===== config.mk =====
export PLATFORM = sky130hd
export DESIGN_NAME = fetch_ctrl
export DESIGN_NICKNAME = d
export VERILOG_FILES = /design/src/rtl/fetch_pkg.sv /design/src/rtl/fetch_ctrl.sv
export SDC_FILE = /design/constraint.sdc
export NUM_CORES = 1
export LEC_CHECK = 0
export ABC_CLOCK_PERIOD_IN_PS = 1400
export CORE_MARGIN = 8
export CORE_UTILIZATION = 46
export DETAILED_ROUTE_END_ITERATION = 12
export GPL_TIMING_DRIVEN = 0
export PLACE_DENSITY_LB_ADDON = 0.25
export SYNTH_ARGS = -nofsm -noshare
export SYNTH_HDL_FRONTEND = slang
export SYNTH_SLANG_ARGS = --single-unit
export TNS_END_PERCENT = 5

===== constraint.sdc =====
create_clock -name clk -period 1.4 [get_ports clk]
set_clock_uncertainty 0.05 [all_clocks]
set_input_delay 0.21 -clock clk [delete_from_list [all_inputs] [get_ports clk]]
set_output_delay 0.21 -clock clk [all_outputs]
set_load 0.005 [all_outputs]

===== src/rtl/fetch_pkg.sv =====
// Shared definitions for the instruction-fetch path: PC-mux select encodings,
// fetch FSM states and a saturating counter helper.
package fetch_pkg;

  localparam logic [1:0] SEL_SEQ   = 2'b01;  // pc + 4
  localparam logic [1:0] SEL_REDIR = 2'b00;  // branch/jump target from wb

  typedef enum logic [1:0] {
    BOOT,
    FETCH,
    STALL,
    ERR
  } fetch_state_t;

  function automatic logic [3:0] sat_inc(input logic [3:0] v);
    return (v == 4'hF) ? v : v + 4'd1;
  endfunction

endpackage


===== src/rtl/fetch_ctrl.sv =====
// Fetch controller: sequences PC updates, IF/ID capture and flushes around
// instruction-memory wait states, pipeline stalls and branch redirects.
module fetch_ctrl
  import fetch_pkg::*;
#(
  parameter int unsigned BOOT_CYCLES = 2,
  parameter int unsigned TIMEOUT     = 15
) (
  input  logic       clk,
  input  logic       rst,
  input  logic       imem_ack,
  input  logic       stall,
  input  logic       redirect,
  output logic       imem_req,
  output logic [1:0] pc_sel,
  output logic       pc_en,
  output logic       if_valid,
  output logic       flush,
  output logic       fetch_err
);

  localparam logic [3:0] BOOT_LAST = 4'(BOOT_CYCLES - 1);
  localparam logic [3:0] WAIT_LAST = 4'(TIMEOUT - 1);

  fetch_state_t state;
  logic [3:0]   boot_cnt;
  logic [3:0]   wait_cnt;
  logic         discard;  // an abandoned request is still in flight; drop its ack

  // NOTE: every output gets a default before the case so no path leaves one
  // unassigned, which would otherwise infer a latch.
  always_comb begin
    imem_req = 1'b0;
    pc_sel   = SEL_SEQ;
    pc_en    = 1'b0;
    if_valid = 1'b0;
    flush    = 1'b0;
    case (state)
      FETCH: begin
        imem_req = 1'b1;
        if (redirect) begin
          pc_sel = SEL_REDIR;
          pc_en  = 1'b1;
          flush  = 1'b1;
        end else if (imem_ack && !discard) begin
          if_valid = 1'b1;
          pc_en    = !stall;
        end
      end
      STALL: begin
        if (redirect) begin
          pc_sel = SEL_REDIR;
          pc_en  = 1'b1;
          flush  = 1'b1;
        end else if (!stall) begin
          pc_en = 1'b1;
        end
      end
      default: ;
    endcase
  end

  // NOTE: state registers use non-blocking assignments so every register
  // samples pre-edge values regardless of statement order.
  always_ff @(posedge clk) begin
    if (rst) begin
      state     <= BOOT;
      boot_cnt  <= 4'd0;
      wait_cnt  <= 4'd0;
      discard   <= 1'b0;
      fetch_err <= 1'b0;
    end else begin
      case (state)
        BOOT: begin
          boot_cnt <= sat_inc(boot_cnt);
          if (boot_cnt == BOOT_LAST) state <= FETCH;
        end
        FETCH: begin
          if (redirect) begin
            wait_cnt <= 4'd0;
            discard  <= !imem_ack;
          end else if (imem_ack) begin
            wait_cnt <= 4'd0;
            if (discard) discard <= 1'b0;
            else if (stall) state <= STALL;
          end else if (wait_cnt == WAIT_LAST) begin
            state     <= ERR;
            fetch_err <= 1'b1;
          end else begin
            wait_cnt <= sat_inc(wait_cnt);
          end
        end
        STALL: begin
          if (redirect || !stall) begin
            state   <= FETCH;
            discard <= 1'b0;
          end
        end
        ERR:     fetch_err <= 1'b1;  // sticky until rst
        default: state <= BOOT;
      endcase
    end
  end

endmodule


After elaboration in Yosys (flattened, before gate mapping)
Index checks and enable logic that the tools add are counted.
Cells by class
  equality and inequality tests: 18
  multiplexer cells: 33
  reduce and logical (&&, ||, !) cells: 15
  add/sub/neg operators: 2
  bitwise operators: 1
Operator list (count)
  1-bit 2-to-1 mux: 18
  3-bit != test, second input constant: 6
  4-bit 2-to-1 mux: 4
  2-bit 2-to-1 mux: 7
  4-bit equality test, second input constant: 3
  2-bit != test, second input constant: 5
  4-bit by 1-bit adder with 4-bit output, second input constant: 2
  7-bit AND reduction: 1
  1-bit one-hot mux with 2 select lines: 3
  2-bit one-hot mux with 3 select lines: 1
  3-bit AND reduction: 2
  2-bit equality test, second input constant: 2
  4-bit by 1-bit equality test with 1-bit output, second input constant: 1
  4-bit AND reduction: 1
  2-bit nonzero test: 2
  1-bit zero test: 3
  3-bit nonzero test: 1
  2-bit by 1-bit equality test with 1-bit output, second input constant: 1
  2-bit zero test: 1
  2-bit AND reduction: 1
  2-bit OR reduction: 1
  1-bit logical AND: 1
  1-bit logical OR: 1
  1-bit inverter: 1
Storage, ports and cells
  register bits after elaboration: 12
  output and inout port bits: 7
  word-level logic and storage cells: 74
  input port bits: 5

Longest topological paths before layout
Gate-level depths: netlist (run 1).
  depth after elaboration: 5
  depth in mapped cells: 6
  mapped depth without buffers: 6

Worst setup path before layout (run 1)
Ideal clock, no wire load.
  path kind: register to register
  start: reg state[0]
  end: reg state[0]
  required time: 1.229 ns
  clock period less this slack: 1.454 ns
  buffers on the path: 0
  slack: -0.054 ns
  setup time: 0.121 ns
  cell stages (with the launch flop): 6
  data arrival time: 1.283 ns
  cell sequence: dfxtp_1 inv_1 ha_1 a31oi_1 nand4_2 mux2_4
On the way
  longest elaborated chain between the ends: 3
  elaborated cells on any way between the ends: 12
  classes of those cells: eq/ne (8); mux (1); reduce/logical (3)
Ends and longest elaborated chain
  start, declared: line fetch_ctrl.sv:25  | fetch_state_t state;
  start signal, assigned: line fetch_ctrl.sv:67  | state <= BOOT;
  start signal, assigned: line fetch_ctrl.sv:76  | if (boot_cnt == BOOT_LAST) state <= FETCH;
  start signal, assigned: line fetch_ctrl.sv:85  | else if (stall) state <= STALL;
  2-bit by 1-bit equality test with 1-bit output, or another cell as far along: line fetch_ctrl.sv:73  | case (state)
  3-bit != test (no source line), or another cell as far along
  7-bit AND reduction (no source line)
Several ways; a longest one is shown, not always the timed one.
A chain may end at the register's enable or synchronous reset.

Worst setup path after layout (run 1)
Ends and elaborated chain as after synthesis.

==> impl_results.md, run 1 <==
- Status: finished with violations
- Violations in the final reports: negative setup slack
- Half-perimeter wire length of the detailed placement result: 1260 um
- Cell depth of the worst flop-to-flop path: 6
- Largest net degree at the start of global routing: 11
- Fraction of the mapped netlist area in simple logic gates: 23.7%
- Number of filler cells placed in the layout: 135
- Layout cell share with drive strength beyond 1: 35.5%
- Startpoint Class: register
- Post-layout minimum cycle time: 1.57 ns
- Leakage Power: 0.000429 uW
- FF+latch count, synth: 12
- Fraction of the yosys area taken by sequential cells: 31.0%
- Main combinational cell family by area after synthesis: simple AND/OR/NAND/NOR gates
- Sinks on the clock net: 12
- Clk root buf: clkbuf_4
- Antenna diodes: 0
- 1st-iter DRT viols: 7
- Placement Setup Slack: -0.501 ns
- Total negative slack: -0.569 ns
- Antenna Violating Nets Remaining: 0
- Ratio of final minimum period to clock period: 112%
- Mux cell area share after synthesis: 3.23%
- First-pass GRT wire length: 3100 um
- Synth async-reset ratio: 0%
- Critical hold path startpoint: redirect
- Net count after synthesis: 107
- P per Cell Area: 1480 nW/um2
- Total number of nets in the final design: 124
- Reg power frac: 32.2%
- VDD IR-drop max: 0.874 mV
- Overall die width: 57.0 um
- I/O pins: 12
- Cell variety after synth: 35
- Timing startpoint of the critical path: state[0]
- Reg2reg start: state[0]
- Worst-case clock buffer depth: 2
- DRC violations left: 0
- Setup repair after global routing missed its margin: true
- Post-synthesis adder-cell area fraction: 12.9%
- Clock latency at the later pin of the worst-skew pair: 0.27 ns
- Overall die area: 3250 um2
- Total grt overflow: 0
- Vias per Instance: 5.67
- Required time at the endpoint of the critical path: 1.52 ns
- Starting utilization of the core area: 46.9%
- Leading cell type in the layout, fill and taps excluded: a21oi_1
- Clock network power share: 18.2%
- Number of clock buffers inserted by TritonCTS: 3
- Layout overhead on the synthesized area: 33.0%
- Combined area of all synthesized cells: 774 um2
- Core area: 1650 um2
- Part of the power in combinational logic: 49.6%
- Buffers added on ports: 9
- Total of max-cap violations: 0
- Commonest cells after routing, fill and taps aside: a21oi_1, dfxtp_1, inv_1, nor2_1
- Total power: 1530 uW
- Critical path peak fanout: 4
- Worst Setup End Kind: register
- Avg Inst Size Synth: 8.24 um2
- Arrival time of the worst setup path: 1.69 ns
- Post-Synthesis Cells: 94
- Number of H-tree branching levels: 1
- Yosys warning count: 0
- Net Sw Power: 560 uW
- Utilization after layout: 62.3%
- Complex-gate fraction of the synthesized area: 18.1%
- Internal power summed over all cells: 969 uW
- Maximum achievable frequency: 636 MHz
- Finish-stage setup viols: 5
- Via count of the first global-routing pass: 748
- Die Ht: 57.0 um
- Worst hold stages: 4
- Number of antenna violations at the first check in global routing: 0
- Wire length reported by the detailed router: 1840 um
- Max-slew violations: 0
- Main flop type after synthesis: dfxtp_1
- TritonCTS clock tree: done
- Number of standard cells in the final layout excluding fillers: 127
- Post-synth EDFFs: 0
- Worst min path class: input pin to register
- Post-synthesis xor/xnor area fraction: 2.26%
- Total Routing Usage GR: 11.5%
- Cell count after placement: 120
- Final WS setup: -0.173 ns
- Final routed wire length divided by cell count: 14.5 um
- Switching share of power: 36.6%
- Routability-driven placement congestion ratio: 0.808
- Clock input transition at the sequential cells of the worst setup and hold paths: 0.08 ns
- Final hold violation count: 0
- Standard-cell row count: 15
- First-pass DRT Iterations: 4
- Kind of critical path: register to register
- Via count: 720
==> per-layer routing <==
| metal | vias to the layer above | part of all wire (%) | GRT usage [%] |
|---|---|---|---|
| li1 | 362 | - | - |
| met1 | 338 | 39 | 11.4 |
| met2 | 15 | 56 | 20.6 |
| met3 | 5 | 3.9 | 3.33 |
| met4 | 0 | 1.4 | 6.38 |
| met5 | - | 0 | 0 |
==> state kept, by name (all words and copies together) (netlist names) <==
| name | count |
|---|---|
| boot_cnt | 4 |
| wait_cnt | 4 |
| state | 2 |
| discard | 1 |
| fetch_err | 1 |
==> kinds of logic after synthesis <==
logic type                 count (synthesis)
muxes                                      2
other                                      1
and+or+nand+nor                           34
AOI/OAI and AO/OA                         22
buffers and inverters                     13
DFF                                       12
xor gates and xnor gates                   2
adders and majority gates                  8
==> through the flow <==
| step | hold WS (ns) | instance area, um2 |
|---|---|---|
| detailed placement | 0.428 | 916 |
| global placement | 0.418 | 916 |
| floorplan | 0.333 | 805 |
| CTS | 0.224 | 1000 |
| global route | 0.242 | 1030 |
| finish | 0.227 | 1030 |
==> cell usage after synthesis, types with 2 or more instances <==
cell type | number | area share (%)
dfxtp_1 | 12 | 31
a21oi_1 | 11 | 7.1
inv_1 | 9 | 4.4
ha_1 | 8 | 13
nor2_1 | 7 | 3.4
nand2_1 | 6 | 2.9
nand3_1 | 5 | 3.2
nand2b_1 | 3 | 2.4
nor3_1 | 3 | 1.9
and3_1 | 2 | 1.6
buf_4 | 2 | 1.9
nor2_2 | 2 | 1.6
xor2_1 | 2 | 2.3
==> path summary, 6_finish.rpt <==
kind | end | slack, ns
min | wait_cnt[3] | 0.23
max reg2reg | state[0] | -0.17
min reg2reg | wait_cnt[0] | 0.43
max | state[0] | -0.17
==> area by class of cell <==
cell class | count | area, um2 | area share (%)
inverters | 9 | 41.3 | 4.01
plain buffers | 4 | 33.8 | 3.28
clock buffers | 4 | 36.3 | 3.52
well taps | 17 | 21.3 | 2.07
flip-flops and latches | 12 | 251 | 24.4
repair buffers | 12 | 105 | 10.2
multi-input cells | 69 | 541 | 52.5
==> worst max-delay path, stage by stage (launching register included) <==
cell	delay [ns]
dfxtp_4	0.40
inv_6	0.05
ha_4	0.15
buf_4	0.14
a31oi_2	0.21
nand4_2	0.14
mux2_4	0.32
==> repair_timing <==
item,4_1_cts,5_1_grt
setup endpoints to repair,8,11
hold buffers,0,0
resized for setup,20,15
pin swaps,1,3
hold endpoints to repair,0,0
cloned,0,0
buffers inserted,3,0
==> power by group through the flow <==
stage / logic (uW) / clock network, uW / registers [uW]
after CTS: 692 / 283 / 481
after global routing: 840 / 303 / 502
after global placement: 635 / 0 / 478
after floorplan: 460 / 0 / 468
final: 758 / 278 / 493
after detailed placement: 651 / 0 / 484
Note: power is estimated with default switching activity, not from simulation.
==> run 2, diff against run 1 <==
- ABC_CLOCK_PERIOD_IN_PS: 1400 -> 1700
- CORE_UTILIZATION: 46 -> 51
- clock period: 1.4 -> 1.7 ns (I/O delays scaled with it)
==> run 2 against run 1 <==
Against the previous run: the run still ends with negative setup slack left; cell area is 6.2% lower; wire length is 14% lower; hold slack better by 0.028 ns; critical path depth stayed put; combinational power is 31% lower; die area is 7.1% lower; register-to-register slack better by 0.27 ns; global-route usage is 0.41 points higher; sequential cell count stayed put; final cell count is 1.6% lower; largest power group unchanged; highest routed layer unchanged.
==> impl_results.md, run 2 (synthesis gave the netlist of run 1 again) <==
- Status: finished with violations
- Violations in the final reports: negative setup slack
- Total placed instance area: 885 um2
- Clock latency at the later pin of the worst-skew pair: 0.27 ns
- Finish-stage setup viols: 1
- Layout overhead on the synthesized area: 24.7%
- Antenna Violating Nets Remaining: 0
- P per Cell Area: 1190 nW/um2
- Commonest cells after routing, fill and taps aside: a21oi_1, dfxtp_1, inv_1, nor2_1
- Number of H-tree branching levels: 1
- Wire length reported by the detailed router: 1580 um
- Total Routing Usage GR: 11.9%
- Via count of the first global-routing pass: 665
- Worst hold stages: 4
- Maximum achievable frequency: 565 MHz
- Flop-to-flop setup slack: 0.10 ns
- Number of antenna violations at the first check in global routing: 0
- Final WS setup: -0.0698 ns
- Clock input transition at the sequential cells of the worst setup and hold paths: 0.08 ns
- Routability-driven placement congestion ratio: 0.734
- Critical hold path startpoint: redirect
- Post-layout minimum cycle time: 1.77 ns
- Total of max-cap violations: 0
- First-pass GRT wire length: 2590 um
- Hold slack final: 0.256 ns
- Sinks on the clock net: 12
- Sink of the worst hold path: wait_cnt[3]
- Worst-case clock buffer depth: 2
- I/O pins: 12
- Clock network power share: 20.0%
- Half-perimeter wire length of the detailed placement result: 1160 um
- Critical Path Slowest Stage Cell: dfxtp_4
- Net Sw Power: 406 uW
- Max-slew violations: 0
- Final routed wire length divided by cell count: 12.7 um
- Regs by FF count: boot_cnt x4, wait_cnt x4, state x2
- Starting utilization of the core area: 52.6%
- Required time at the endpoint of the critical path: 1.39 ns
- Overall die area: 3020 um2
- Cell depth of the worst flop-to-flop path: 6
- Startpoint Class: register
- Kind of critical path: register to output pin
- Timing startpoint of the critical path: state[0]
- Reg power frac: 34.5%
- CTS Hold Bufs: 0
- CP Cell Sequence: inv_2, ha_2, a21oi_2, nor2_1, o21a_1, dlygate4sd2_1
- Critical path peak fanout: 3
- Largest net degree at the start of global routing: 11
- Worst min path class: input pin to register
- DRC violations left: 0
- Final hold violation count: 0
- Reg2reg start: state[0]
- Total number of nets in the final design: 123
- VDD IR-drop max: 0.628 mV
- Number of clock buffers inserted by TritonCTS: 3
- Vias per Instance: 5.43
- Antenna diodes: 0
- Utilization after layout: 65.6%
- TritonCTS clock tree: done
- Delay of the slowest cell on the worst path: 0.38 ns
- Part of the power in combinational logic: 45.5%
- First-pass DRT Iterations: 4
- Via count: 679
- Switching share of power: 35.4%
- Leakage Power: 0.000441 uW
- 1st-iter DRT viols: 6
- Clk root buf: clkbuf_4
- Post-Layout Inst Area: 966 um2
- Worst Setup End Kind: output pin
- Number of filler cells placed in the layout: 141
- Setup repair after global routing missed its margin: true
- Arrival time of the worst setup path: 1.46 ns
- Die Ht: 55.0 um
- Overall die width: 55.0 um
- Placement Setup Slack: -0.295 ns
- Layout cell share with drive strength beyond 1: 20.2%
- Standard-cell row count: 14
- Core area: 1470 um2
- Ratio of final minimum period to clock period: 104%
- Total grt overflow: 0
- Critical R2R Capture: state[0]
- Buffers added on ports: 9
- Internal power summed over all cells: 739 uW
-- run 2: changes by cell type in the layout (fill, tap and decap cells not counted), moves of 2 or more --
cell	delta
dfxtp_2	-3
clkbuf_2	-2
dfxtp_1	+3
ha_4	-2
ha_1	+3
dlygate4sd2_1	+4
-- run 2: metal layers --
metal / GRT usage, % / routed length (um)
met1: 11.5 / 663
met4: 8.80 / 33
met2: 21.1 / 784
met3: 3.21 / 100
met5: 0 / 0
-- run 2: worst max-delay path, delay by kind of cell, from the launching register on --
family	cells	cell delay, ns
AND/OR/NAND/NOR	1	0.05
AO/OA/AOI/OAI	2	0.26
buffers and inverters	2	0.31
adder cells (fa/ha/maj)	1	0.19
flip-flops	1	0.38
-- run 2: worst max-delay path by stage --
stage / endpoint / slack (ns)
3_5_place_dp: pc_en / -0.29
3_3_place_gp: pc_en / -0.28
5_1_grt: pc_en / -0.15
2_1_floorplan: state[0] / 0.25
4_1_cts: if_valid / -0.21
6_report: pc_en / -0.07
-- run 2: cell type report --
class                      instances  area, um2  area share (%)
tap                               16       20.0            2.07
sequential                        12        248            25.6
clock buffer                       4       36.3            3.76
inverter                           9       33.8            3.50
multi-input combinational         69        489            50.6
buffer                             4       33.8            3.50
timing repair buffer              11        105            10.9
-- run 2: metrics by stage --
stage          setup TNS (ns)  total power, uW  std cells
3_3_place_gp           -0.620              868        119
4_1_cts                -0.277             1150        125
6_report              -0.0698             1150        125
2_1_floorplan               0              723         94
3_5_place_dp           -0.662              881        119
5_1_grt                -0.216             1230        125
-- run 2: power groups by stage --
| stage | Combinational, uW | Clock, uW | Sequential [uW] |
|---|---|---|---|
| final | 521 | 228 | 395 |
| after global routing | 578 | 246 | 405 |
| after CTS | 525 | 233 | 394 |
| after detailed placement | 497 | 0 | 385 |
| after global placement | 489 | 0 | 379 |
| after floorplan | 352 | 0 | 372 |
-- run 2: repair_timing --
action                                  4_1_cts  5_1_grt
resized for setup                            14        3
buffers inserted                              2        0
endpoints found under the setup margin        5        5
pin swaps                                     0        1
hold endpoints to repair                      0        0
==> run 3, diff against run 2 <==
- PLACE_DENSITY: not set -> 0.83
- PLACE_DENSITY_LB_ADDON: 0.25 -> not set
==> run 3 against run 2 <==
Against the previous run: non-clock buffer count increased by 3; clock-buffer cell count decreased by 1; register-to-register slack lost 0.09 ns; cell area is 3.0% higher; critical path depth unchanged; combinational power rose by 21%; sequential share of layout area fell by 0.74 points; global-route usage up 0.88 points; worst setup slack better by 0.082 ns; sequential cell count unchanged; utilization is 2.0 points higher; the run now ends clean.
==> impl_results.md, run 3 (synthesis gave the netlist of run 1 again) <==
- CTS Hold Bufs: 0
- Largest net degree at the start of global routing: 11
- First-pass DRT Iterations: 4
- Total grt overflow: 0
- Number of filler cells placed in the layout: 133
- Maximum achievable frequency: 592 MHz
- Status: finished clean
- First-pass GRT wire length: 2750 um
- Kind of critical path: register to register
- Placement Setup Slack: -0.276 ns
- Half-perimeter wire length of the detailed placement result: 1190 um
- Finish-stage setup viols: 0
- Layout overhead on the synthesized area: 28.4%
- Starting utilization of the core area: 52.6%
- Clock latency at the later pin of the worst-skew pair: 0.27 ns
- I/O pins: 12
- Utilization after layout: 67.6%
- Sinks on the clock net: 12
- Regs by FF count: boot_cnt x4, wait_cnt x4, state x2
- Number of clock buffers inserted by TritonCTS: 3
- Clk root buf: clkbuf_4
- P per Cell Area: 1190 nW/um2
- Post-layout minimum cycle time: 1.69 ns
- Max-slew violations: 0
- Via count: 705
- Total of max-cap violations: 0
- VDD IR-drop max: 0.790 mV
- Vias per Instance: 5.55
- Buffers added on ports: 9
- Number of H-tree branching levels: 1
- Arrival time of the worst setup path: 1.80 ns
- Core area: 1470 um2
- Number of standard cells in the final layout excluding fillers: 127
- Die Ht: 55.0 um
- Cell count after placement: 119
- 1st-iter DRT viols: 10
- DRC violations left: 0
- Multi-input gate area: 520 um2
- Ratio of final minimum period to clock period: 99.3%
- Commonest cells after routing, fill and taps aside: a21oi_1, dfxtp_1, inv_1, nor2_1, buf_4
- Routability-driven placement congestion ratio: 0.785
- Overall die area: 3020 um2
- Critical path peak fanout: 2
- Final hold violation count: 0
- Worst min path class: input pin to register
- TritonCTS clock tree: done
- Final WS setup: 0.0121 ns
- Register Area: 248 um2
- Layout cell share with drive strength beyond 1: 26.1%
- Worst-case clock buffer depth: 2
- Via count of the first global-routing pass: 696
- Number of antenna violations at the first check in global routing: 0
- Worst Setup End Kind: register
- Total Routing Usage GR: 12.7%
- Antenna Violating Nets Remaining: 0
- Total number of nets in the final design: 126
- Final routed wire length divided by cell count: 14.7 um
- Antenna diodes: 0
- Standard-cell row count: 14
- Clock input transition at the sequential cells of the worst setup and hold paths: 0.07 ns
- Startpoint Class: register
- Wire length reported by the detailed router: 1860 um
- Leakage Power: 0.000434 uW
- Overall die width: 55.0 um
- Required time at the endpoint of the critical path: 1.81 ns
## run 3: cell count changes in the layout (fill, tap and decap cells not counted), sizes merged
cell / change
buf: +3
clkbuf: +1
dlygate4sd2: -1
dlymetal6s2s: -1
## run 3: area by class of cell
class | instances | share of cell area, %
Tap cell | 16 | 2.01
Sequential cell | 12 | 24.9
Multi-Input combinational cell | 69 | 52.3
Inverter | 9 | 3.40
Buffer | 4 | 3.40
Clock buffer | 3 | 2.26
Timing Repair Buffer | 14 | 11.7
## run 3: path summary, 6_finish.rpt
kind,cells after the start,endpoint,slack [ns],startpoint
max,6,state[0],0.01,state[0]
min,4,wait_cnt[3],0.28,redirect
max reg2reg,6,state[0],0.01,state[0]
min reg2reg,2,wait_cnt[0],0.44,wait_cnt[0]
## run 3: timing repair
item	4_1_cts	5_1_grt
setup buffers	2	3
pin swaps	0	2
setup endpoints to repair	5	5
resized for setup	17	8
## run 3: stage by stage
step                      hold WS [ns]  setup TNS, ns  power (uW)  instance area [um2]
after detailed placement         0.437         -0.626         886                  885
final                            0.278              0        1180                  995
after global placement           0.419         -0.613         865                  885
after floorplan                  0.385              0         723                  774
after CTS                        0.263        -0.0445        1110                  956
after global routing             0.291        -0.0634        1270                  995
## run 3: per-layer routing
layer  vias to the layer above  part of all wire (%)  GRT usage [%]
met4                         0                   2.1           9.20
li1                        360                     -              -
met2                        14                    51           22.1
met3                         4                   4.7           3.21
met5                         -                     0              0
met1                       327                    42           13.1
## run 3: critical path, cell delays in order (launching register included)
cell and delay (ns):
dfxtp_4 0.34, buf_4 0.14, buf_4 0.12, ha_1 0.22, a31oi_2 0.21, nand4_2 0.17
mux2_4 0.32
## run 3: where the power goes
group / internal [uW] / switching (uW)
clock network: 81.9 / 85.8
registers: 338 / 49.4
logic: 324 / 305
